[src/rtl/pkt_hdr_edit_pkg.sv]
// ---------------------------------------------------------------------------
// pkt_hdr_edit_pkg : shared beat-state encoding and header field offsets
// Rev 1.0
// ---------------------------------------------------------------------------
`default_nettype none

package pkt_hdr_edit_pkg;

  typedef enum logic [1:0] {
    IDLE_S  = 2'd0,
    BEAT1_S = 2'd1,
    BEAT2_S = 2'd2,
    BEAT3_S = 2'd3
  } phe_state_e;

  localparam int SEQ_MSB = 127;
  localparam int SEQ_LSB = 112;
  localparam int TS_MSB  = 111;
  localparam int TS_LSB  = 80;
  localparam int SEQ_W   = SEQ_MSB - SEQ_LSB + 1;

  localparam logic [1:0] EDIT_BEAT = 2'd2;

  function automatic logic [15:0] sat_inc16(input logic [15:0] v);
    return (v == 16'hFFFF) ? v : v + 16'd1;
  endfunction

endpackage

`default_nettype wire

[src/rtl/pkt_hdr_edit_seq_table.sv]
// ---------------------------------------------------------------------------
// phe_seq_table : per-flow 16-bit sequence counters, clear-wins increment
// Rev 1.0
// ---------------------------------------------------------------------------
`default_nettype none

module phe_seq_table
  import pkt_hdr_edit_pkg::*;
#(
  parameter int FLOW_NUM = 8
) (
  input  logic                clk,
  input  logic                rst_n,
  input  logic [2:0]          rd_idx,
  output logic [SEQ_W-1:0]    rd_seq,
  input  logic                inc_en,
  input  logic [2:0]          inc_idx,
  input  logic [FLOW_NUM-1:0] clr
);

  logic [SEQ_W-1:0] seq_all [FLOW_NUM];

  for (genvar i = 0; i < FLOW_NUM; i++) begin : g_flow
    logic [SEQ_W-1:0] seq_q;
    logic [SEQ_W-1:0] seq_d;

    always_comb begin
      seq_d = seq_q;
      if (clr[i]) begin
        seq_d = '0;
      end else if (inc_en && (inc_idx == 3'(i))) begin
        seq_d = seq_q + 16'd1;
      end
    end

    always_ff @(posedge clk or negedge rst_n) begin
      if (!rst_n) begin
        seq_q <= '0;
      end else begin
        seq_q <= seq_d;
      end
    end

    assign seq_all[i] = seq_q;
  end

  // A clear in the stamping cycle must already show up in the stamp.
  assign rd_seq = clr[rd_idx] ? '0 : seq_all[rd_idx];

endmodule

`default_nettype wire

[src/rtl/pkt_hdr_edit.sv]
// ---------------------------------------------------------------------------
// pkt_hdr_edit : stamps sequence/timestamp into beat 2 of 4-beat headers
// Rev 1.0
// ---------------------------------------------------------------------------
`default_nettype none

module pkt_hdr_edit
  import pkt_hdr_edit_pkg::*;
#(
  parameter     PLATFORM = "xilinx",
  parameter int FLOW_NUM = 8
) (
  input  logic                clk,
  input  logic                rst_n,
  input  logic [2:0]          in_phe_flow_id,
  input  logic [31:0]         in_phe_local_time,
  input  logic                in_phe_ts_en,
  input  logic [FLOW_NUM-1:0] in_phe_seq_clr,
  input  logic [127:0]        in_phe_pkt_hdr,
  input  logic                in_phe_pkt_hdr_wr,
  output logic [127:0]        out_phe_pkt_hdr,
  output logic                out_phe_pkt_hdr_wr,
  output logic                out_phe_pkt_hdr_head,
  output logic                out_phe_pkt_hdr_tail,
  output logic                out_phe_abort,
  output logic [31:0]         out_phe_pkt_cnt,
  output logic [15:0]         out_phe_abort_cnt
);

  if (PLATFORM == "") begin : g_platform_unset
  end

  phe_state_e       state_q, state_d;
  logic [2:0]       flow_q, flow_d;
  logic [31:0]      ts_q, ts_d;
  logic [127:0]     hdr_q, hdr_d;
  logic             wr_q, wr_d;
  logic             head_q, head_d;
  logic             tail_q, tail_d;
  logic             abort_q, abort_d;
  logic [31:0]      pkt_cnt_q, pkt_cnt_d;
  logic [15:0]      abort_cnt_q, abort_cnt_d;
  logic             seq_inc;
  logic [SEQ_W-1:0] seq_rd;

  phe_seq_table #(
    .FLOW_NUM (FLOW_NUM)
  ) u_seq (
    .clk     (clk),
    .rst_n   (rst_n),
    .rd_idx  (flow_q),
    .rd_seq  (seq_rd),
    .inc_en  (seq_inc),
    .inc_idx (flow_q),
    .clr     (in_phe_seq_clr)
  );

  always_comb begin
    state_d     = state_q;
    flow_d      = flow_q;
    ts_d        = ts_q;
    hdr_d       = '0;
    wr_d        = 1'b0;
    head_d      = 1'b0;
    tail_d      = 1'b0;
    abort_d     = 1'b0;
    pkt_cnt_d   = pkt_cnt_q;
    abort_cnt_d = abort_cnt_q;
    seq_inc     = 1'b0;

    if (in_phe_pkt_hdr_wr) begin
      wr_d    = 1'b1;
      hdr_d   = in_phe_pkt_hdr;
      head_d  = (state_q == IDLE_S);
      tail_d  = (state_q == BEAT3_S);
      // The state doubles as the beat index; BEAT3 wraps back to IDLE.
      state_d = phe_state_e'(state_q + 2'd1);
      case (state_q)
        IDLE_S: begin
          flow_d = in_phe_flow_id;
          ts_d   = in_phe_local_time;
        end
        BEAT3_S: begin
          seq_inc   = 1'b1;
          pkt_cnt_d = pkt_cnt_q + 32'd1;
        end
        default: ;
      endcase
      if (state_q == EDIT_BEAT) begin
        hdr_d[SEQ_MSB:SEQ_LSB] = seq_rd;
        if (in_phe_ts_en) begin
          hdr_d[TS_MSB:TS_LSB] = ts_q;
        end
      end
    end else if (state_q != IDLE_S) begin
      abort_d     = 1'b1;
      abort_cnt_d = sat_inc16(abort_cnt_q);
      state_d     = IDLE_S;
    end
  end

  always_ff @(posedge clk or negedge rst_n) begin
    if (!rst_n) begin
      state_q     <= IDLE_S;
      flow_q      <= '0;
      ts_q        <= '0;
      hdr_q       <= '0;
      wr_q        <= 1'b0;
      head_q      <= 1'b0;
      tail_q      <= 1'b0;
      abort_q     <= 1'b0;
      pkt_cnt_q   <= '0;
      abort_cnt_q <= '0;
    end else begin
      state_q     <= state_d;
      flow_q      <= flow_d;
      ts_q        <= ts_d;
      hdr_q       <= hdr_d;
      wr_q        <= wr_d;
      head_q      <= head_d;
      tail_q      <= tail_d;
      abort_q     <= abort_d;
      pkt_cnt_q   <= pkt_cnt_d;
      abort_cnt_q <= abort_cnt_d;
    end
  end

  assign out_phe_pkt_hdr      = hdr_q;
  assign out_phe_pkt_hdr_wr   = wr_q;
  assign out_phe_pkt_hdr_head = head_q;
  assign out_phe_pkt_hdr_tail = tail_q;
  assign out_phe_abort        = abort_q;
  assign out_phe_pkt_cnt      = pkt_cnt_q;
  assign out_phe_abort_cnt    = abort_cnt_q;

endmodule

`default_nettype wire

[config.mk]
export PLATFORM = sky130hd
export DESIGN_NAME = pkt_hdr_edit
export DESIGN_NICKNAME = d
export VERILOG_FILES = /design/src/rtl/pkt_hdr_edit_pkg.sv /design/src/rtl/pkt_hdr_edit_seq_table.sv /design/src/rtl/pkt_hdr_edit.sv
export SDC_FILE = /design/constraint.sdc
export NUM_CORES = 1
export LEC_CHECK = 0
export ABC_AREA = 1
export CAP_MARGIN = 20
export CORE_MARGIN = 10
export CORE_UTILIZATION = 56
export CTS_CLUSTER_DIAMETER = 60
export CTS_CLUSTER_SIZE = 24
export DETAILED_ROUTE_END_ITERATION = 12
export HOLD_SLACK_MARGIN = 0.08
export PLACE_DENSITY = 0.86
export SLEW_MARGIN = 20
export SYNTH_ARGS = -nofsm -noshare
export SYNTH_HDL_FRONTEND = slang
export SYNTH_SLANG_ARGS = --single-unit
[constraint.sdc]
create_clock -name clk -period 3.9 [get_ports clk]
set_input_delay 0.585 -clock clk [delete_from_list [all_inputs] [get_ports clk]]
set_output_delay 0.585 -clock clk [all_outputs]
set_load 0.005 [all_outputs]
==> metrics.txt <==
status complete, no violations; Initial Util 56.7%; Worst Skew 0.0196 ns; Final Cycle Share 71.1%; Layout Cells excl Fill 3,040; CP Buf/Inv Count 1; Max Cap Violations 0; Max transition margin 28.5%; DR vias/cell 5.43; Avg Cell Area, Syn 7.56 sq um; Sink Count 345; Net Count, Synth 2,474; Layout Area Growth over Synthesis 28.3%; YS warnings 0; Hold Crit Class reg2reg; Final Critical Period 2.77 ns; wire per inst 19.0 um; Setup crit start kind register; number of global-route vias before repair 16,102; CP dominant cell by count nand2_1; final antenna-violating net count 0; busiest grt layer met2; hpwl dp 44,200 um; Max Slew Vio Count 0; share of cells above drive strength 1 4.55%; via count 16,505; CTS Buf Count 30; met2 usage 48.6%; Nets 2,802; Fmax 0.360 GHz; I/O Buffers 354; CTS tree yes; # placed instances 2,977; unrepaired setup endpoints after global routing false; post-cts gate resize count 0; Max VDD drop 363 uV; Clock Tree Buf Depth 3; ys async rst share 100%; mapped cell area 0.0173 sq mm; Top FF cell, synth dfrtp_1; worst skew pair latency 0.57 ns; Core Area 0.0305 sq mm; critical path class reg2reg; Cell Pwr Density 423 mW/mm^2; DR pass1 iterations 8; first-iteration detailed-routing DRC count 1,586; Global Route met3 Usage 9.21%; WP data arrival 3.25 ns; die height 196 um; synthesized flop and latch total 345; Leak 0.0110 uW; final total power 9370 uW; gpl congestion 0.975; first-pass GRT wire length 90,400 um; Critical Path RT 4.37 ns; H-tree Lvls 1; Least-Margin Pin Slew 1.07 ns; commonest non-fill, non-tap cells in the layout nand2_1, clkdlybuf4s50_1, dfrtp_1; initial antenna violation count 9; DRC errors left 0; sequential fraction of the synthesis area 49.9%; DRT Wirelength 57,900 um; flop2flop setup slack 1.13 ns; final setup fails 0; Die W 196 um; cell count after synthesis 2,286; Max FO, Critical Path 68; grt ovf 0; Top Family by Delay on Critical Path compound AO/OA/AOI/OAI gates; largest net degree at the start of global routing 94; slowest CP cell dfrtp_2; met1 Track Usage GR 35.8%; Hold Vio Cnt, Final 0; Post-CTS Setup Bufs 0; root buf cell clkbuf_16; distinct cell type count after synthesis 43; Worst-path clk slew 0.07 ns; Slowest Stage Delay on Critical Path 0.70 ns; number of synthesized flops with an enable pin 0; Crit. End Element register; most common cell after layout, fill and taps aside nand2_1; IO Count 355; gr usage total 29.3%; setup_tns 0 ns; full die area 0.0383 sq mm; crit-path cells inv_2 > nand2_1 > nand2_1 > nand2_1 > nand2_1 > a21oi_2 > nand3_1 > a21oi_1; Rows 64
[power breakdown]
part	switching, uW	internal, uW	total [uW]	leakage (uW)
Combinational	1190	717	1910	0.00588
Clock	1470	1730	3200	0.000506
Sequential	334	3930	4260	0.00459
[worst paths after layout]
check,start,endpoint,cells past startpoint
worst max-delay path,flow_q[0]$_DFFE_PN0P_,out_phe_pkt_hdr[121]$_DFF_PN0_,8
worst min-delay path,ts_q[27]$_DFFE_PN0P_,ts_q[27]$_DFFE_PN0P_,2
worst min register to register,ts_q[27]$_DFFE_PN0P_,ts_q[27]$_DFFE_PN0P_,2
worst max register to register,flow_q[0]$_DFFE_PN0P_,out_phe_pkt_hdr[121]$_DFF_PN0_,8
max in group asynchronous,rst_n,out_phe_pkt_hdr[72]$_DFF_PN0_,3
min in group asynchronous,rst_n,u_seq.g_flow[6].seq_q[1]$_DFFE_PN0P_,2
[sequential cells by signal (all words and copies together) (netlist names)]
register              flops
flow_q                    3
out_phe_pkt_hdr_wr        1
state_q                   2
u_seq.g_flow.seq_q      128
out_phe_abort_cnt        16
out_phe_abort             1
out_phe_pkt_hdr_head      1
ts_q                     32
out_phe_pkt_hdr_tail      1
out_phe_pkt_cnt          32
out_phe_pkt_hdr         128
[worst register-to-register path: stages, from the launching register on]
cell	delay (ns)
dfrtp_2	0.70
inv_2	0.57
nand2_1	0.23
nand2_1	0.08
nand2_1	0.06
nand2_1	0.07
a21oi_2	0.59
nand3_1	0.18
a21oi_1	0.21
[cells in the mapped netlist, types with 5 or more instances]
cell,number,area (sq um)
inv_1,251,942
nor3_1,66,330
buf_1,6,22.5
nor2_4,9,101
nand2_1,855,3210
a21oi_1,72,360
nand2_2,11,68.8
inv_2,5,18.8
buf_4,10,75.1
nor2_1,230,863
dfrtp_1,345,8630
xnor2_1,23,201
buf_2,15,75.1
nand2_4,8,90.1
o21ai_0,106,531
nand4_1,42,263
nand3_1,98,490
nor3_2,5,50.1
o21bai_1,5,37.5
xor2_1,25,219
clkbuf_1,37,139
ha_1,13,163
[cell type report]
type / count / area [sq um]
antenna: 9 / 22.5
clock buffer: 34 / 807
clock inverter: 19 / 235
fill: 2239 / 8340
inverter: 262 / 990
multi-input combinational: 1608 / 7320
sequential: 345 / 8630
tap: 396 / 495
timing repair buffer: 367 / 3670
[repair_timing]
| item | CTS | global route |
|---|---|---|
| hold buffers | 1 | 0 |
| endpoints found under the hold margin | 10 | 0 |
| setup endpoints to repair | 0 | 0 |
[cell families after synthesis]
| kind of cell | after synthesis | synth area share (%) |
|---|---|---|
| AND/OR/NAND/NOR | 1349 | 33.0 |
| flip-flops | 345 | 49.9 |
| buffers and inverters | 333 | 7.72 |
| AO/OA/AOI/OAI | 198 | 5.99 |
| XOR/XNOR | 48 | 2.43 |
| adder cells (fa/ha/maj) | 13 | 0.941 |
[routing by layer]
layer | wire length, um | vias to the layer above | share of wire (%)
met3 | 5720 | 106 | 9.9
met4 | 1750 | 4 | 3.0
met1 | 22400 | 7897 | 39
met2 | 28000 | 731 | 48
met5 | 30 | - | 0.052
li1 | - | 7767 | -
[metrics by stage]
step	cell area [sq um]	hold WS (ns)	worst slack [ns]	util (%)
final	22200	0.480	1.13	72.7
after global routing	22200	0.502	0.852	72.7
after CTS	22200	0.479	1.19	72.6
after detailed placement	21100	0.460	1.17	69.2
after global placement	21100	0.457	1.22	69.2
after floorplan	17300	0.289	2.20	-
Note: power is estimated with default switching activity, not from simulation.
